**config.mk**
```make
export PLATFORM = sky130hd
export DESIGN_NAME = decode_stage_flat
export DESIGN_NICKNAME = d
export VERILOG_FILES = /design/src/rtl/decode_stage_pkg.sv /design/src/rtl/decode_stage_if.sv /design/src/rtl/decode_stage_imm_decode.sv /design/src/rtl/decode_stage.sv /design/src/flat_wrapper.sv
export SDC_FILE = /design/constraint.sdc
export NUM_CORES = 1
export LEC_CHECK = 0
export BUFFER_PORTS_ARGS = -buffer_cell sky130_fd_sc_hd__buf_2
export CORE_AREA = 3 3 149 151
export CTS_BUF_LIST = sky130_fd_sc_hd__clkbuf_4 sky130_fd_sc_hd__clkbuf_8 sky130_fd_sc_hd__clkbuf_16
export DETAILED_ROUTE_END_ITERATION = 8
export DIE_AREA = 0 0 152 154
export GPL_ROUTABILITY_DRIVEN = 0
export PLACE_DENSITY = 0.74
export SKIP_LAST_GASP = 1
export SLEW_MARGIN = 40
export SYNTH_ARGS = -nofsm -noshare
export SYNTH_HDL_FRONTEND = slang
export SYNTH_HIERARCHICAL = 1
export SYNTH_SLANG_ARGS = --single-unit
```
**constraint.sdc**
```tcl
create_clock -name clk -period 4.7 [get_ports clk]
set_input_delay 0.94 -clock clk [delete_from_list [all_inputs] [get_ports clk]]
set_output_delay 0.94 -clock clk [all_outputs]
set_load 0.02 [all_outputs]
```
**src/rtl/decode_stage_pkg.sv**
```systemverilog
// decode_stage_pkg: shared pipeline encodings for opcodes, op classes, ALU ops and the decode payload.
package decode_stage_pkg;
   localparam logic [6:0] OPC_LOAD   = 7'b0000011;
   localparam logic [6:0] OPC_FENCE  = 7'b0001111;
   localparam logic [6:0] OPC_OP_IMM = 7'b0010011;
   localparam logic [6:0] OPC_AUIPC  = 7'b0010111;
   localparam logic [6:0] OPC_STORE  = 7'b0100011;
   localparam logic [6:0] OPC_OP     = 7'b0110011;
   localparam logic [6:0] OPC_LUI    = 7'b0110111;
   localparam logic [6:0] OPC_BRANCH = 7'b1100011;
   localparam logic [6:0] OPC_JALR   = 7'b1100111;
   localparam logic [6:0] OPC_JAL    = 7'b1101111;
   localparam logic [6:0] OPC_SYSTEM = 7'b1110011;
   localparam logic [3:0] ALU_ADD    = 4'b0000;
   typedef enum logic [2:0] {
      CLS_ALU, CLS_LOAD, CLS_STORE, CLS_BRANCH, CLS_JAL, CLS_JALR, CLS_SYSTEM, CLS_FENCE
   } op_class_e;
   typedef enum logic [2:0] {IMM_R, IMM_I, IMM_S, IMM_B, IMM_U, IMM_J} imm_fmt_e;
   typedef struct packed {
      logic [31:0] pc;
      logic [31:0] next_pc;
      logic [31:0] rs1_val;
      logic [31:0] rs2_val;
      logic [31:0] store_data;
      logic [31:0] imm;
      logic [4:0]  rd;
      logic        rd_write;
      op_class_e   op_class;
      logic [3:0]  alu_op;
      logic [2:0]  funct3;
      logic        illegal;
   } payload_t;
endpackage

```
**src/rtl/decode_stage_if.sv**
```systemverilog
// decode_stage_if: fetch, register-file and execute-side signals of the decode stage.
interface decode_stage_if;
   import decode_stage_pkg::*;
   logic        valid_in;
   logic [31:0] pc_in;
   logic [31:0] next_pc_in;
   logic [31:0] instr_in;
   logic        stall;
   logic        invalidate;
   logic [4:0]  rs1_addr;
   logic [4:0]  rs2_addr;
   logic [31:0] rs1_data;
   logic [31:0] rs2_data;
   logic        valid_out;
   logic [31:0] pc_out;
   logic [31:0] next_pc_out;
   logic [31:0] rs1_val_out;
   logic [31:0] rs2_val_out;
   logic [31:0] store_data_out;
   logic [31:0] imm_out;
   logic [4:0]  rd_addr_out;
   logic        rd_write_out;
   op_class_e   op_class_out;
   logic [3:0]  alu_op_out;
   logic [2:0]  funct3_out;
   logic        illegal_out;
   modport master (
      output valid_in, pc_in, next_pc_in, instr_in, stall, invalidate, rs1_data, rs2_data,
      input  rs1_addr, rs2_addr, valid_out, pc_out, next_pc_out, rs1_val_out, rs2_val_out,
             store_data_out, imm_out, rd_addr_out, rd_write_out, op_class_out, alu_op_out,
             funct3_out, illegal_out
   );
   modport slave (
      input  valid_in, pc_in, next_pc_in, instr_in, stall, invalidate, rs1_data, rs2_data,
      output rs1_addr, rs2_addr, valid_out, pc_out, next_pc_out, rs1_val_out, rs2_val_out,
             store_data_out, imm_out, rd_addr_out, rd_write_out, op_class_out, alu_op_out,
             funct3_out, illegal_out
   );
endinterface

```
**src/rtl/decode_stage_imm_decode.sv**
```systemverilog
// imm_decode: combinational RV32I immediate extraction, sign-extended from instruction bit 31.
module imm_decode
   import decode_stage_pkg::*;
(
   input  logic [31:7] i_instr,
   input  imm_fmt_e    i_fmt,
   output logic [31:0] o_imm
);
   always_comb
      o_imm = (i_fmt == IMM_I) ? {{20{i_instr[31]}}, i_instr[31:20]} :
              (i_fmt == IMM_S) ? {{20{i_instr[31]}}, i_instr[31:25], i_instr[11:7]} :
              (i_fmt == IMM_B) ? {{19{i_instr[31]}}, i_instr[31], i_instr[7], i_instr[30:25], i_instr[11:8], 1'b0} :
              (i_fmt == IMM_U) ? {i_instr[31:12], 12'h000} :
              (i_fmt == IMM_J) ? {{11{i_instr[31]}}, i_instr[31], i_instr[19:12], i_instr[20], i_instr[30:21], 1'b0} :
              32'h0;
endmodule

```
**src/rtl/decode_stage.sv**
```systemverilog
// decode_stage: one-cycle RV32I decode with register-file operand selection and stall/flush control.
module decode_stage
   import decode_stage_pkg::*;
#(
   parameter bit ZERO_X0 = 1'b1
)(
   input logic       clk,
   input logic       rst_n,
   decode_stage_if.slave bus
);
   logic [6:0]  w_opc;
   logic [6:0]  w_f7;
   logic [2:0]  w_f3;
   logic [4:0]  w_rd;
   logic [31:0] w_rs1;
   logic [31:0] w_rs2;
   logic [31:0] w_imm;
   imm_fmt_e    w_fmt;
   op_class_e   w_cls;
   logic        w_illegal;
   payload_t    w_dec;
   payload_t    r_q;
   logic        r_valid;
   assign bus.rs1_addr = bus.instr_in[19:15];
   assign bus.rs2_addr = bus.instr_in[24:20];
   assign w_opc = bus.instr_in[6:0];
   assign w_f3  = bus.instr_in[14:12];
   assign w_f7  = bus.instr_in[31:25];
   assign w_rd  = bus.instr_in[11:7];
   assign w_rs1 = (ZERO_X0 && bus.rs1_addr == 5'd0) ? 32'h0 : bus.rs1_data;
   assign w_rs2 = (ZERO_X0 && bus.rs2_addr == 5'd0) ? 32'h0 : bus.rs2_data;
   // Opcode match covers instr[1:0], so non-32-bit encodings fall into the illegal default.
   always_comb begin
      w_fmt = IMM_I;
      w_cls = CLS_ALU;
      w_illegal = 1'b0;
      case (w_opc)
         OPC_OP: begin
            w_fmt = IMM_R;
            w_illegal = !(w_f7 == 7'h00 || (w_f7 == 7'h20 && (w_f3 == 3'd0 || w_f3 == 3'd5)));
         end
         OPC_OP_IMM: w_illegal = (w_f3 == 3'd1 && w_f7 != 7'h00) ||
                                 (w_f3 == 3'd5 && w_f7 != 7'h00 && w_f7 != 7'h20);
         OPC_LUI, OPC_AUIPC: w_fmt = IMM_U;
         OPC_LOAD: begin
            w_cls = CLS_LOAD;
            w_illegal = w_f3 == 3'd3 || w_f3[2:1] == 2'b11;
         end
         OPC_STORE: begin
            w_cls = CLS_STORE;
            w_fmt = IMM_S;
            w_illegal = w_f3 > 3'd2;
         end
         OPC_BRANCH: begin
            w_cls = CLS_BRANCH;
            w_fmt = IMM_B;
            w_illegal = w_f3[2:1] == 2'b01;
         end
         OPC_JAL: begin
            w_cls = CLS_JAL;
            w_fmt = IMM_J;
         end
         OPC_JALR: begin
            w_cls = CLS_JALR;
            w_illegal = w_f3 != 3'd0;
         end
         OPC_SYSTEM: begin
            w_cls = CLS_SYSTEM;
            w_illegal = w_f3 == 3'd4;
         end
         OPC_FENCE: w_cls = CLS_FENCE;
         default: w_illegal = 1'b1;
      endcase
   end
   imm_decode u_imm (
      .i_instr (bus.instr_in[31:7]),
      .i_fmt   (w_fmt),
      .o_imm   (w_imm)
   );
   always_comb begin
      w_dec.pc = bus.pc_in;
      w_dec.next_pc = bus.next_pc_in;
      w_dec.store_data = bus.rs2_data;
      w_dec.imm = w_imm;
      w_dec.rd = w_rd;
      w_dec.funct3 = w_f3;
      w_dec.illegal = w_illegal;
      w_dec.op_class = w_illegal ? CLS_SYSTEM : w_cls;
      w_dec.alu_op = (w_opc == OPC_LUI || w_opc == OPC_AUIPC) ? ALU_ADD :
                     (w_opc == OPC_OP_IMM && w_f3 != 3'd5) ? {1'b0, w_f3} : {w_f7[5], w_f3};
      w_dec.rs1_val = (w_opc == OPC_LUI) ? 32'h0 : (w_opc == OPC_AUIPC) ? bus.pc_in : w_rs1;
      w_dec.rs2_val = (w_opc inside {OPC_OP_IMM, OPC_LUI, OPC_AUIPC}) ? w_imm : w_rs2;
      w_dec.rd_write = !w_illegal && w_rd != 5'd0 &&
                       (w_cls inside {CLS_ALU, CLS_LOAD, CLS_JAL, CLS_JALR} ||
                        (w_cls == CLS_SYSTEM && w_f3 != 3'd0));
   end
   always_ff @(posedge clk)
      if (!rst_n) begin
         r_valid <= 1'b0;
         r_q <= '0;
      end else if (bus.invalidate) begin
         r_valid <= 1'b0;
      end else if (!bus.stall) begin
         r_valid <= bus.valid_in;
         r_q <= w_dec;
      end
   assign bus.valid_out      = r_valid;
   assign bus.pc_out         = r_q.pc;
   assign bus.next_pc_out    = r_q.next_pc;
   assign bus.rs1_val_out    = r_q.rs1_val;
   assign bus.rs2_val_out    = r_q.rs2_val;
   assign bus.store_data_out = r_q.store_data;
   assign bus.imm_out        = r_q.imm;
   assign bus.rd_addr_out    = r_q.rd;
   assign bus.rd_write_out   = r_q.rd_write;
   assign bus.op_class_out   = r_q.op_class;
   assign bus.alu_op_out     = r_q.alu_op;
   assign bus.funct3_out     = r_q.funct3;
   assign bus.illegal_out    = r_q.illegal;
endmodule

```
**src/flat_wrapper.sv**
```systemverilog
// flat-port wrapper written by rule: the top's interface ports become plain ports
module decode_stage_flat import decode_stage_pkg::*;
#(
   parameter bit ZERO_X0 = 1'b1
)
  (clk, rst_n, bus_valid_in, bus_pc_in, bus_next_pc_in, bus_instr_in, bus_stall, bus_invalidate, bus_rs1_data, bus_rs2_data, bus_rs1_addr, bus_rs2_addr, bus_valid_out, bus_pc_out, bus_next_pc_out, bus_rs1_val_out, bus_rs2_val_out, bus_store_data_out, bus_imm_out, bus_rd_addr_out, bus_rd_write_out, bus_op_class_out, bus_alu_op_out, bus_funct3_out, bus_illegal_out);
  decode_stage_if bus_i ();
  input logic clk;
  input logic rst_n;
  input wire logic [$bits(bus_i.valid_in)-1:0] bus_valid_in;
  input wire logic [$bits(bus_i.pc_in)-1:0] bus_pc_in;
  input wire logic [$bits(bus_i.next_pc_in)-1:0] bus_next_pc_in;
  input wire logic [$bits(bus_i.instr_in)-1:0] bus_instr_in;
  input wire logic [$bits(bus_i.stall)-1:0] bus_stall;
  input wire logic [$bits(bus_i.invalidate)-1:0] bus_invalidate;
  input wire logic [$bits(bus_i.rs1_data)-1:0] bus_rs1_data;
  input wire logic [$bits(bus_i.rs2_data)-1:0] bus_rs2_data;
  output wire logic [$bits(bus_i.rs1_addr)-1:0] bus_rs1_addr;
  output wire logic [$bits(bus_i.rs2_addr)-1:0] bus_rs2_addr;
  output wire logic [$bits(bus_i.valid_out)-1:0] bus_valid_out;
  output wire logic [$bits(bus_i.pc_out)-1:0] bus_pc_out;
  output wire logic [$bits(bus_i.next_pc_out)-1:0] bus_next_pc_out;
  output wire logic [$bits(bus_i.rs1_val_out)-1:0] bus_rs1_val_out;
  output wire logic [$bits(bus_i.rs2_val_out)-1:0] bus_rs2_val_out;
  output wire logic [$bits(bus_i.store_data_out)-1:0] bus_store_data_out;
  output wire logic [$bits(bus_i.imm_out)-1:0] bus_imm_out;
  output wire logic [$bits(bus_i.rd_addr_out)-1:0] bus_rd_addr_out;
  output wire logic [$bits(bus_i.rd_write_out)-1:0] bus_rd_write_out;
  output wire logic [$bits(bus_i.op_class_out)-1:0] bus_op_class_out;
  output wire logic [$bits(bus_i.alu_op_out)-1:0] bus_alu_op_out;
  output wire logic [$bits(bus_i.funct3_out)-1:0] bus_funct3_out;
  output wire logic [$bits(bus_i.illegal_out)-1:0] bus_illegal_out;
  assign bus_i.valid_in = bus_valid_in;
  assign bus_i.pc_in = bus_pc_in;
  assign bus_i.next_pc_in = bus_next_pc_in;
  assign bus_i.instr_in = bus_instr_in;
  assign bus_i.stall = bus_stall;
  assign bus_i.invalidate = bus_invalidate;
  assign bus_i.rs1_data = bus_rs1_data;
  assign bus_i.rs2_data = bus_rs2_data;
  assign bus_rs1_addr = bus_i.rs1_addr;
  assign bus_rs2_addr = bus_i.rs2_addr;
  assign bus_valid_out = bus_i.valid_out;
  assign bus_pc_out = bus_i.pc_out;
  assign bus_next_pc_out = bus_i.next_pc_out;
  assign bus_rs1_val_out = bus_i.rs1_val_out;
  assign bus_rs2_val_out = bus_i.rs2_val_out;
  assign bus_store_data_out = bus_i.store_data_out;
  assign bus_imm_out = bus_i.imm_out;
  assign bus_rd_addr_out = bus_i.rd_addr_out;
  assign bus_rd_write_out = bus_i.rd_write_out;
  assign bus_op_class_out = bus_i.op_class_out;
  assign bus_alu_op_out = bus_i.alu_op_out;
  assign bus_funct3_out = bus_i.funct3_out;
  assign bus_illegal_out = bus_i.illegal_out;
  decode_stage #(.ZERO_X0(ZERO_X0)) u_core (.clk(clk), .rst_n(rst_n), .bus(bus_i));
endmodule
```
Word level (Yosys, flattened, before mapping)
Cells that the tools add are included. W data, S select, Z words.

Order comparisons: 1. Multipliers: 0. Mux-type cells: 16. Shift operators: 0. Reduce and logical (&&, ||, !) cells: 30. Eq/ne operators: 29. Divide/modulo/power cells: 0. Bitwise operators: 3. Add/subtract/negate cells: 0.

Operator list (count): $mux W32 (10); $eq A7 B6 Y1 const B (4); $eq A7 B7 Y1 const B (4); $eq A3 B3 Y1 const B (7); $pmux W3 S7 (1); $pmux W3 S5 (1); $eq A7 B5 Y1 const B (2); $logic_not A5 Y1 (2); $eq A3 B1 Y1 const B (3); $eq A3 B2 Y1 const B (3); $logic_and A1 B1 Y1 (8); $mux W4 (2); $pmux W1 S8 (1); $eq A7 B2 Y1 const B (1); $eq A7 B4 Y1 const B (1); $logic_not A7 Y1 (1); $ne A7 B6 Y1 const B (1); $reduce_bool A7 Y1 (1); $logic_not A3 Y1 (2); $logic_or A1 B1 Y1 (6); $reduce_bool A3 Y1 (2); $reduce_bool A5 Y1 (1); $reduce_bool A4 Y1 (1); $reduce_or A2 Y1 (2); 9 further kinds (12).

Latch bits: 0. Register bits after elaboration: 210. ROM bits: 0. Memory bits (writable): 0. Memories: 0. Logic and storage cells: 92. Input bits: 165.

Longest topological paths before layout
Gate-level depths: netlist (run 1).

Depth after elaboration: 10. Mapped depth: 11.

Hierarchy
The synthesis (run 1) kept the hierarchy.

By module, submodules not included: decode_stage (cells an instance 1035, sequential area each 4204.0 um^2, area an instance 8628.3 um^2, times used 1); imm_decode (cells an instance 63, sequential area each 0.0 um^2, area an instance 432.9 um^2, times used 1).

Worst setup path after synthesis (run 1)
No wires, ideal clock.

Path kind: input to register. From: in bus_instr_in[5]. To: reg u_core.r_q, in the netlist u_core/bus.rs2_val_out[21]. Slack: 1.624 ns. Required time: 4.575 ns. Arrival time: 2.951 ns. Library setup time: 0.125 ns. Stages: 11. Buffers on the path: 2. Cell sequence: clkbuf_1 -> nand2_1 -> nor2_1 -> mux2i_1 -> nor3_1 -> nor2b_2 -> o21ai_2 -> buf_4 -> o21ai_2 -> a221oi_1 -> nor3b_1.

RTL lines: from (decl) (line flat_wrapper.sv:13) `input wire logic [$bits(bus_i.instr_in)-1:0] bus_instr_in;`; to (signal assigned) (line decode_stage.sv:105) `r_q <= w_dec;`; to (decl) (line decode_stage.sv:22) `payload_t r_q;`.

==> results of run 1 <==
placed cells by master (no fill, tap or decap), types with 3 or more instances in the layout:
cell type  instances
a22oi_1           35
and2_1            40
o21ai_2           12
dfxtp_1          210
a221oi_1          32
nor4_1             3
buf_4             12
clkbuf_4           5
a21oi_1            8
buf_2            383
o21ai_0           38
a21o_1             8
nor3_1             6
nand2b_1           4
nor2b_2            3
clkbuf_16         25
nand3_1            5
nor2b_1            5
clkinv_2           5
nor2_1            39
a21boi_0         136
clkbuf_8           4
buf_12             3
a22o_1             4
nor3b_1           34
or4_1              3
nand2_1          328
area by class of cell:
cell class              count  area [um^2]
diodes                      1         2.50
clock inverters             8         71.3
inverters                   2         7.51
repair buffers            399         2080
well taps                 275          344
clock buffers              34          718
multi-input cells         783         4430
flip-flops and latches    210         4200
fillers                  1950         9100
worst paths after layout:
path,slack [ns],depth (start not counted),end
setup reg to reg,3.97,3,u_core/bus.rs1_val_out[26]
setup / recovery,1.67,9,u_core/bus.rs2_val_out[20]
hold / removal,0.45,2,u_core/bus.op_class_out[0]
hold reg to reg,0.45,2,u_core/bus.op_class_out[0]
power by group through the flow:
stage / Combinational (mW) / Sequential (mW) / Clock, mW
after detailed placement: 0.630 / 1.95 / 0
after global routing: 0.686 / 1.92 / 1.96
final: 0.631 / 1.91 / 1.85
after floorplan: 0.254 / 2.06 / 0
after global placement: 0.623 / 1.95 / 0
after CTS: 0.632 / 1.91 / 1.89
registers in the layout (all words and copies together) (netlist names):
signal and flops:
u_core/bus.valid_out 1, u_core/bus.illegal_out 1, u_core/bus.rs1_val_out 32, u_core/bus.rd_write_out 1
u_core/bus.imm_out 32, u_core/bus.next_pc_out 32, u_core/bus.rd_addr_out 5, u_core/bus.op_class_out 3
u_core/bus.pc_out 32, u_core/bus.alu_op_out 4, u_core/bus.rs2_val_out 32, u_core/bus.funct3_out 3
u_core/bus.store_data_out 32
critical path, delay by kind of cell:
| kind | cells | cell delay, ns |
|---|---|---|
| AO/OA/AOI/OAI | 3 | 1.10 |
| buffers and inverters | 1 | 0.16 |
| AND/OR/NAND/NOR | 5 | 1.21 |
synth_stat cells (5+ instances only):
cell / n
a22oi_1: 35
a21boi_0: 136
a221oi_1: 32
clkbuf_1: 76
o21ai_0: 39
nor3_1: 6
and2_1: 40
nor2b_1: 7
nor3b_1: 35
nand2_1: 328
o21ai_2: 11
nand3_1: 5
nor2_1: 40
a21o_1: 8
buf_2: 9
dfxtp_1: 210
buf_4: 12
a21oi_1: 9
routing by layer:
metal,GRT usage [%],vias up,share of wire (%)
li1,-,4374,-
met3,7.88,63,9.2
met2,45.0,399,50
met5,0,-,0.15
met4,8.48,8,2.9
met1,29.8,4206,38
logic make-up (layout without fill, tap and decap cells):
family	Yosys count	count (layout)
other	0	1
buffers and inverters	105	443
and+or+nand+nor	484	484
AOI/OAI and AO/OA	296	296
xor gates and xnor gates	1	1
DFF	210	210
muxes	2	2
per-stage QoR:
step	worst slack [ns]	util, %
after CTS	1.72	56.4
after global routing	1.44	56.6
after global placement	1.27	52.6
after floorplan	1.62	-
final	1.67	56.6
after detailed placement	1.19	52.7
==> flow_summary.toml, run 1 <==
[outcome]
status = "finished clean"

[layout]
layoutNonFillerInstCount = 1712
stdcell_area_um2 = 11900
area_growth_pct = 30.9
drive_gt1_share_pct = 32.5
nets = 1585

[global_routing]
grt_pass1_wl_um = 49000
grt_max_degree = 124
globalRoute.totalOverflow = 0
grt_pass1_vias = 8721
grtUsageTotal_pct = 25.6
antenna_found_initial = 5

[setup_path]
cp_slowest_cell = "o21ai_2"
cp_cell_sequence = "buf_2, and3b_1, nand2_1, nor3b_2, and2b_4, o21ai_2, o21ai_1, a221oi_1, nor3b_1"
crit_type = "in -> reg"
cp.arrival_ns = 3.41
cpPeakStageDelay_ns = 0.59
end_kind = "flop"
start_kind = "primary input"
crit_path_start = "bus_instr_in[3]"
crit_fanout = 11
r2r_start = "u_core/bus.rs1_val_out[26]"
required_ns = 5.09

[route]
antenna_left = 0
wl_um = 31900
avgViaCountPerCell = 5.29
wl_per_cell_um = 18.6
dr.pass1.iters = 5
drcViolationCount = 0
drt_iter0_markers = 560
vias = 9050

[clock_tree]
htreeDepth = 1
cts_root_buf = "clkbuf_16"
cts_setup_buffers = 0
clk_latency_ns = 0.50
post_cts_resize_count = 0
clock-sinks = 210
cts_tree = "built"
clk_path_buf_depth = 3
cts_buffers = 24
path_clk_slew_ns = 0.06
postCtsHoldBufs = 0

[timing]
tns_ns = 0
rsz0062_at_grt = "false"
worst_pin_slew_ns = 0.749
period_needed_ns = 3.03
fin_hold_ws_ns = 0.448
setup_viol = 0
fin_skew_ns = 0
finalCritPeriodShare_pct = 64.4
drv_slew = 0
hold_viol_final = 0
clock.fmax_mhz = 331
slew_headroom_pct = 50.1

[power]
p_per_area_nw_per_um2 = 371
ir_drop_v = 0.000286
p_switching_mw = 1.18
power.leakage_nw = 5.39
p_clk_share_pct = 42.2
p_comb_share_pct = 14.4
power_mw = 4.40
p_int_mw = 3.21
switching_share_pct = 26.9
power.share.sequential_pct = 43.5

[floorplan]
die_width_um = 152
rows = 53
die_y_um = 154
dieArea_um2 = 23400
initial_core_util_pct = 43.2
ios = 385
core_um2 = 21000

[placement]
numPortBuffers = 384
placed_area_um2 = 11000
place_inst = 1668
place_hpwl_um = 23100

[yosys]
synth_mux_area_share_pct = 0.221
ys_warn_count = 6
synthesis.area_um2 = 9060
synth_top_area_cell = "dfxtp_1"
synth-simple-area-share_pct = 24.0
synth_area_leaders = "dfxtp_1, nand2_1, a21boi_0"
synth-edff-count = 0
ys_ff_latch = 210
synth_xor_area_share_pct = 0.0967
synth_top_area_share_pct = 46.4
ys_seq_area_share_pct = 46.4
syn_avg_cell_area_um2 = 8.25
synthesis.nets = 1263
synth_adder_area_share_pct = 0
synth_compound_area_share_pct = 24.1
synth_top_family_by_area = "compound AO/OA/AOI/OAI gates"
synth-async-reset-ratio_pct = 0
synth_cells = 1098
synth_ff_type = "dfxtp_1"
yosys.cell_types.count = 57

[worst_hold_path]
min_from = "u_core/bus.op_class_out[0]"
hold_path.class = "reg -> reg"

[run]
drv_cap = 0
(Power assumes the default switching activity.)
==> run 2, diff against run 1 <==
CORE_AREA = 3 3 150 152   (was 3 3 149 151)
DIE_AREA = 0 0 153 155   (was 0 0 152 154)
PLACE_DENSITY = 0.73   (was 0.74)
clock period = 3 ns   (was 4.7 ns; I/O delays follow)
==> flow_summary.toml, run 2 (synthesis results as in run 1) <==
[outcome]
status = "finished clean"

[setup_path]
worstReg2RegEnd = "u_core/bus.rs1_val_out[16]"
reg2reg_setup_slack_ns = 2.26
cp_slowest_cell = "nor3b_4"
cp_cell_sequence = "buf_2, and3b_1, nand2_1, nor3b_2, buf_4, nor2_1, nor3b_4, a21o_1, a221oi_1, nor3b_1"
cp_top_family = "simple AND/OR/NAND/NOR gates"
crit_end = "u_core/bus.rs2_val_out[18]"
crit_path_start = "bus_instr_in[3]"
crit_fanout = 11
end_kind = "flop"
path_buf_inv = 2
cpPeakStageDelay_ns = 0.43
cp.depth = 10
crit_type = "in -> reg"
rr_worst_depth = 3
start_kind = "primary input"
required_ns = 3.43
cp.arrival_ns = 2.71
r2r_start = "u_core/bus.rs1_val_out[16]"

[timing]
setup_viol = 0
finalCritPeriodShare_pct = 76.0
fin_skew_ns = 0
hold_viol_final = 0
timing.final.ws_setup_ns = 0.720
drv_slew = 0
slew_headroom_pct = 57.4
rsz0062_at_grt = "false"
tns_ns = 0
clock.fmax_mhz = 439
worst_pin_slew_ns = 0.639
period_needed_ns = 2.28

[clock_tree]
cts_setup_buffers = 0
post_cts_resize_count = 0
clk_path_buf_depth = 3
cts_tree = "built"
path_clk_slew_ns = 0.06
cts_root_buf = "clkbuf_16"
postCtsHoldBufs = 0
clock-sinks = 210
htreeDepth = 1
clk_latency_ns = 0.50
cts_buffers = 25

[global_routing]
grtUsageTotal_pct = 25.4
grt_pass1_vias = 8780
grt_max_degree = 101
antenna_found_initial = 3
globalRoute.totalOverflow = 0
grt_pass1_wl_um = 49100

[route]
dr_wl_met2_um = 15400
dr.pass1.iters = 5
met1Wirelength_um = 12500
wl_per_cell_um = 18.5
antenna_left = 0
wl_met3_um = 2790
drcViolationCount = 0
highest_layer = "met5"
avgViaCountPerCell = 5.31
wl_um = 31900
vias = 9158
drt_iter0_markers = 634

[placement]
numPortBuffers = 384
place_hpwl_um = 23300
pre_cts_slack_ns = 0.283
placed_area_um2 = 11100
place_inst = 1678

[floorplan]
rows = 53
core_um2 = 21200
ios = 385
initial_core_util_pct = 42.8
die_width_um = 153
dieArea_um2 = 23700
die_y_um = 155

[layout]
final_cell_mix = "buf_2, nand2_1, dfxtp_1"
layoutNonFillerInstCount = 1724
area_growth_pct = 31.9
nets = 1595
stdcell_area_um2 = 12000
drive_gt1_share_pct = 32.9
final_common_cell = "buf_2"

[power]
power.leakage_nw = 5.45
ir_drop_v = 0.000483
power_mw = 6.98
p_per_area_nw_per_um2 = 584

[worst_hold_path]
hold_path.class = "in -> reg"

[run]
drv_cap = 0
## run 2: cell types whose count changed in the layout (fill, tap and decap cells not counted), moves of 2 or more
cell / delta
clkinv_2: -3
buf_4: +10
clkbuf_4: +3
clkbuf_8: +2
## run 2: layout make-up
cell class	count	area, um^2
fillers	1980	9200
multi-input cells	783	4420
flip-flops and latches	210	4200
repair buffers	408	2140
clock buffers	39	768
well taps	275	344
clock inverters	5	57.6
inverters	2	7.51
diodes	2	5.00
## run 2: power by group
part,switching (mW),total [mW],internal (mW)
combinational,0.626,0.989,0.362
sequential,0.0677,3.00,2.93
clock,1.16,3.00,1.84
## run 2: worst reg2reg max path, cell delays in order (launching register included)
cell	delay [ns]
dfxtp_1	0.34
nand2_1	0.07
o21ai_0	0.07
and2_1	0.16
## run 2: how the worst min path moves through the flow
stage / to / cells past startpoint / from / slack [ns]
final: u_core/bus.valid_out / 2 / bus_invalidate / 0.34
after CTS: u_core/bus.next_pc_out[5] / 3 / bus_next_pc_in[5] / 0.32
after floorplan: u_core/bus.alu_op_out[3] / 2 / u_core/bus.alu_op_out[3] / 0.53
after detailed placement: u_core/bus.imm_out[22] / 2 / u_core/bus.imm_out[22] / 0.45
after global placement: u_core/bus.alu_op_out[3] / 2 / u_core/bus.alu_op_out[3] / 0.45
after global routing: u_core/bus.valid_out / 2 / bus_invalidate / 0.33
## run 2: layer usage
| metal | GRT usage, % | vias to the layer above |
|---|---|---|
| met2 | 44.2 | 407 |
| met1 | 30.7 | 4276 |
| met5 | 0 | - |
| met4 | 8.36 | 4 |
| li1 | - | 4400 |
| met3 | 6.90 | 71 |
## run 2: per-stage QoR
stage	util (%)	hold slack (ns)
after floorplan	-	0.533
final	56.5	0.336
after global placement	52.6	0.446
after detailed placement	52.6	0.453
after global routing	56.5	0.329
after CTS	56.5	0.318
==> run 3, diff against run 2 <==
clock period = 2.26 ns   (was 3 ns; I/O delays follow)
==> flow_summary.toml, run 3 (synthesis results as in run 1) <==
[route]
drcViolationCount = 0
wl_per_cell_um = 18.4
avgViaCountPerCell = 5.29
dr.pass1.iters = 5
drt_iter0_markers = 570
antenna_left = 0
wl_um = 32400
vias = 9291

[layout]
final_cell_mix = "buf_2, nand2_1, dfxtp_1"
area_growth_pct = 35.5
final_common_cell = "buf_2"
nets = 1628
drive_gt1_share_pct = 34.4

[power]
ir_drop_v = 0.000602
power.leakage_nw = 5.62
power_mw = 9.28
p_per_area_nw_per_um2 = 756

[setup_path]
crit_fanout = 32
crit_end = "u_core/bus.rs1_val_out[13]"
cp.arrival_ns = 2.27
crit_path_start = "bus_instr_in[4]"
crit_type = "in -> reg"
end_kind = "flop"
r2r_start = "u_core/bus.rs1_val_out[19]"
rr_worst_depth = 3
start_kind = "primary input"
worstReg2RegEnd = "u_core/bus.rs1_val_out[19]"
required_ns = 2.66
reg2reg_setup_slack_ns = 1.53

[floorplan]
ios = 385
die_y_um = 155
core_um2 = 21200
die_width_um = 153
rows = 53
initial_core_util_pct = 42.8
dieArea_um2 = 23700

[clock_tree]
cts_tree = "built"
cts_buffers = 24
postCtsHoldBufs = 0
cts_root_buf = "clkbuf_16"
post_cts_resize_count = 0
clk_latency_ns = 0.51
htreeDepth = 1
cts_setup_buffers = 0
clk_path_buf_depth = 3
path_clk_slew_ns = 0.06
clock-sinks = 210

[timing]
fin_skew_ns = 0
hold_viol_final = 0
clock.fmax_mhz = 536
drv_slew = 0
setup_viol = 0
tns_ns = 0
worst_pin_slew_ns = 0.839
rsz0062_at_grt = "false"
finalCritPeriodShare_pct = 82.6
slew_headroom_pct = 43.8
period_needed_ns = 1.87

[outcome]
status = "finished clean"

[global_routing]
globalRoute.totalOverflow = 0
grtUsageTotal_pct = 25.7
grt_pass1_vias = 9011
grt_pass1_wl_um = 49500
grt_max_degree = 92
antenna_found_initial = 5

[placement]
numPortBuffers = 384
place_hpwl_um = 24100

[run]
drv_cap = 0

[worst_hold_path]
hold_path.class = "in -> reg"
run 3: cell types whose count changed in the layout (fill, tap and decap cells not counted), sizes merged, moves of 2 or more:
cell,before,now
buf,408,442
clkbuf,39,31
clkinv,3,5
clkinvlp,0,4
run 3: area by class of cell:
class	count	area, um^2
Fill cell	1924	8870
Multi-Input combinational cell	783	4440
Sequential cell	210	4200
Timing Repair Buffer	442	2470
Clock buffer	31	689
Tap cell	275	344
Clock inverter	11	115
Inverter	2	7.51
Antenna cell	3	7.51
run 3: where the power goes:
| group | switching, mW | leakage (nW) | total, mW | internal (mW) |
|---|---|---|---|---|
| Combinational | 0.848 | 3.51 | 1.37 | 0.527 |
| Sequential | 0.0902 | 1.72 | 3.98 | 3.89 |
| Clock | 1.55 | 0.392 | 3.93 | 2.37 |
| Total | 2.49 | 5.62 | 9.28 | 6.79 |
run 3: worst min-delay path by stage:
stage                     cells past startpoint                        from  slack, ns                          to
final                                         2              bus_invalidate       0.17        u_core/bus.valid_out
after global routing                          2              bus_invalidate       0.16        u_core/bus.valid_out
after CTS                                     2              bus_invalidate       0.16        u_core/bus.valid_out
after detailed placement                      2  u_core/bus.op_class_out[0]       0.45  u_core/bus.op_class_out[0]
after global placement                        2  u_core/bus.op_class_out[0]       0.44  u_core/bus.op_class_out[0]
after floorplan                               1              bus_invalidate       0.53        u_core/bus.valid_out
run 3: stage by stage:
| step | worst slack (ns) | hold WS, ns | cells | utilization, % | instance area [um^2] |
|---|---|---|---|---|---|
| after global routing | 0.231 | 0.159 | 1757 | 58.0 | 12300 |
| after CTS | 0.209 | 0.156 | 1754 | 58.0 | 12300 |
| after floorplan | 0.00311 | 0.528 | 1098 | - | 9080 |
| final | 0.394 | 0.169 | 1757 | 58.0 | 12300 |
| after detailed placement | -0.298 | 0.445 | 1712 | 54.2 | 11500 |
| after global placement | -0.291 | 0.442 | 1712 | 54.2 | 11500 |
run 3: layer usage:
| metal | global-route usage [%] | part of all wire (%) | up-vias |
|---|---|---|---|
| met3 | 6.87 | 9.8 | 74 |
| li1 | - | - | 4466 |
| met4 | 10.6 | 4.1 | 2 |
| met1 | 30.3 | 38 | 4311 |
| met5 | 0 | 0.040 | - |
| met2 | 44.4 | 48 | 438 |
run 3: critical path, cell delays in order:
cell	delay, ns
buf_2	0.13
buf_4	0.18
nor3b_1	0.58
a2bb2oi_4	0.36
a22oi_1	0.29
o21ai_0	0.10
and2_1	0.16
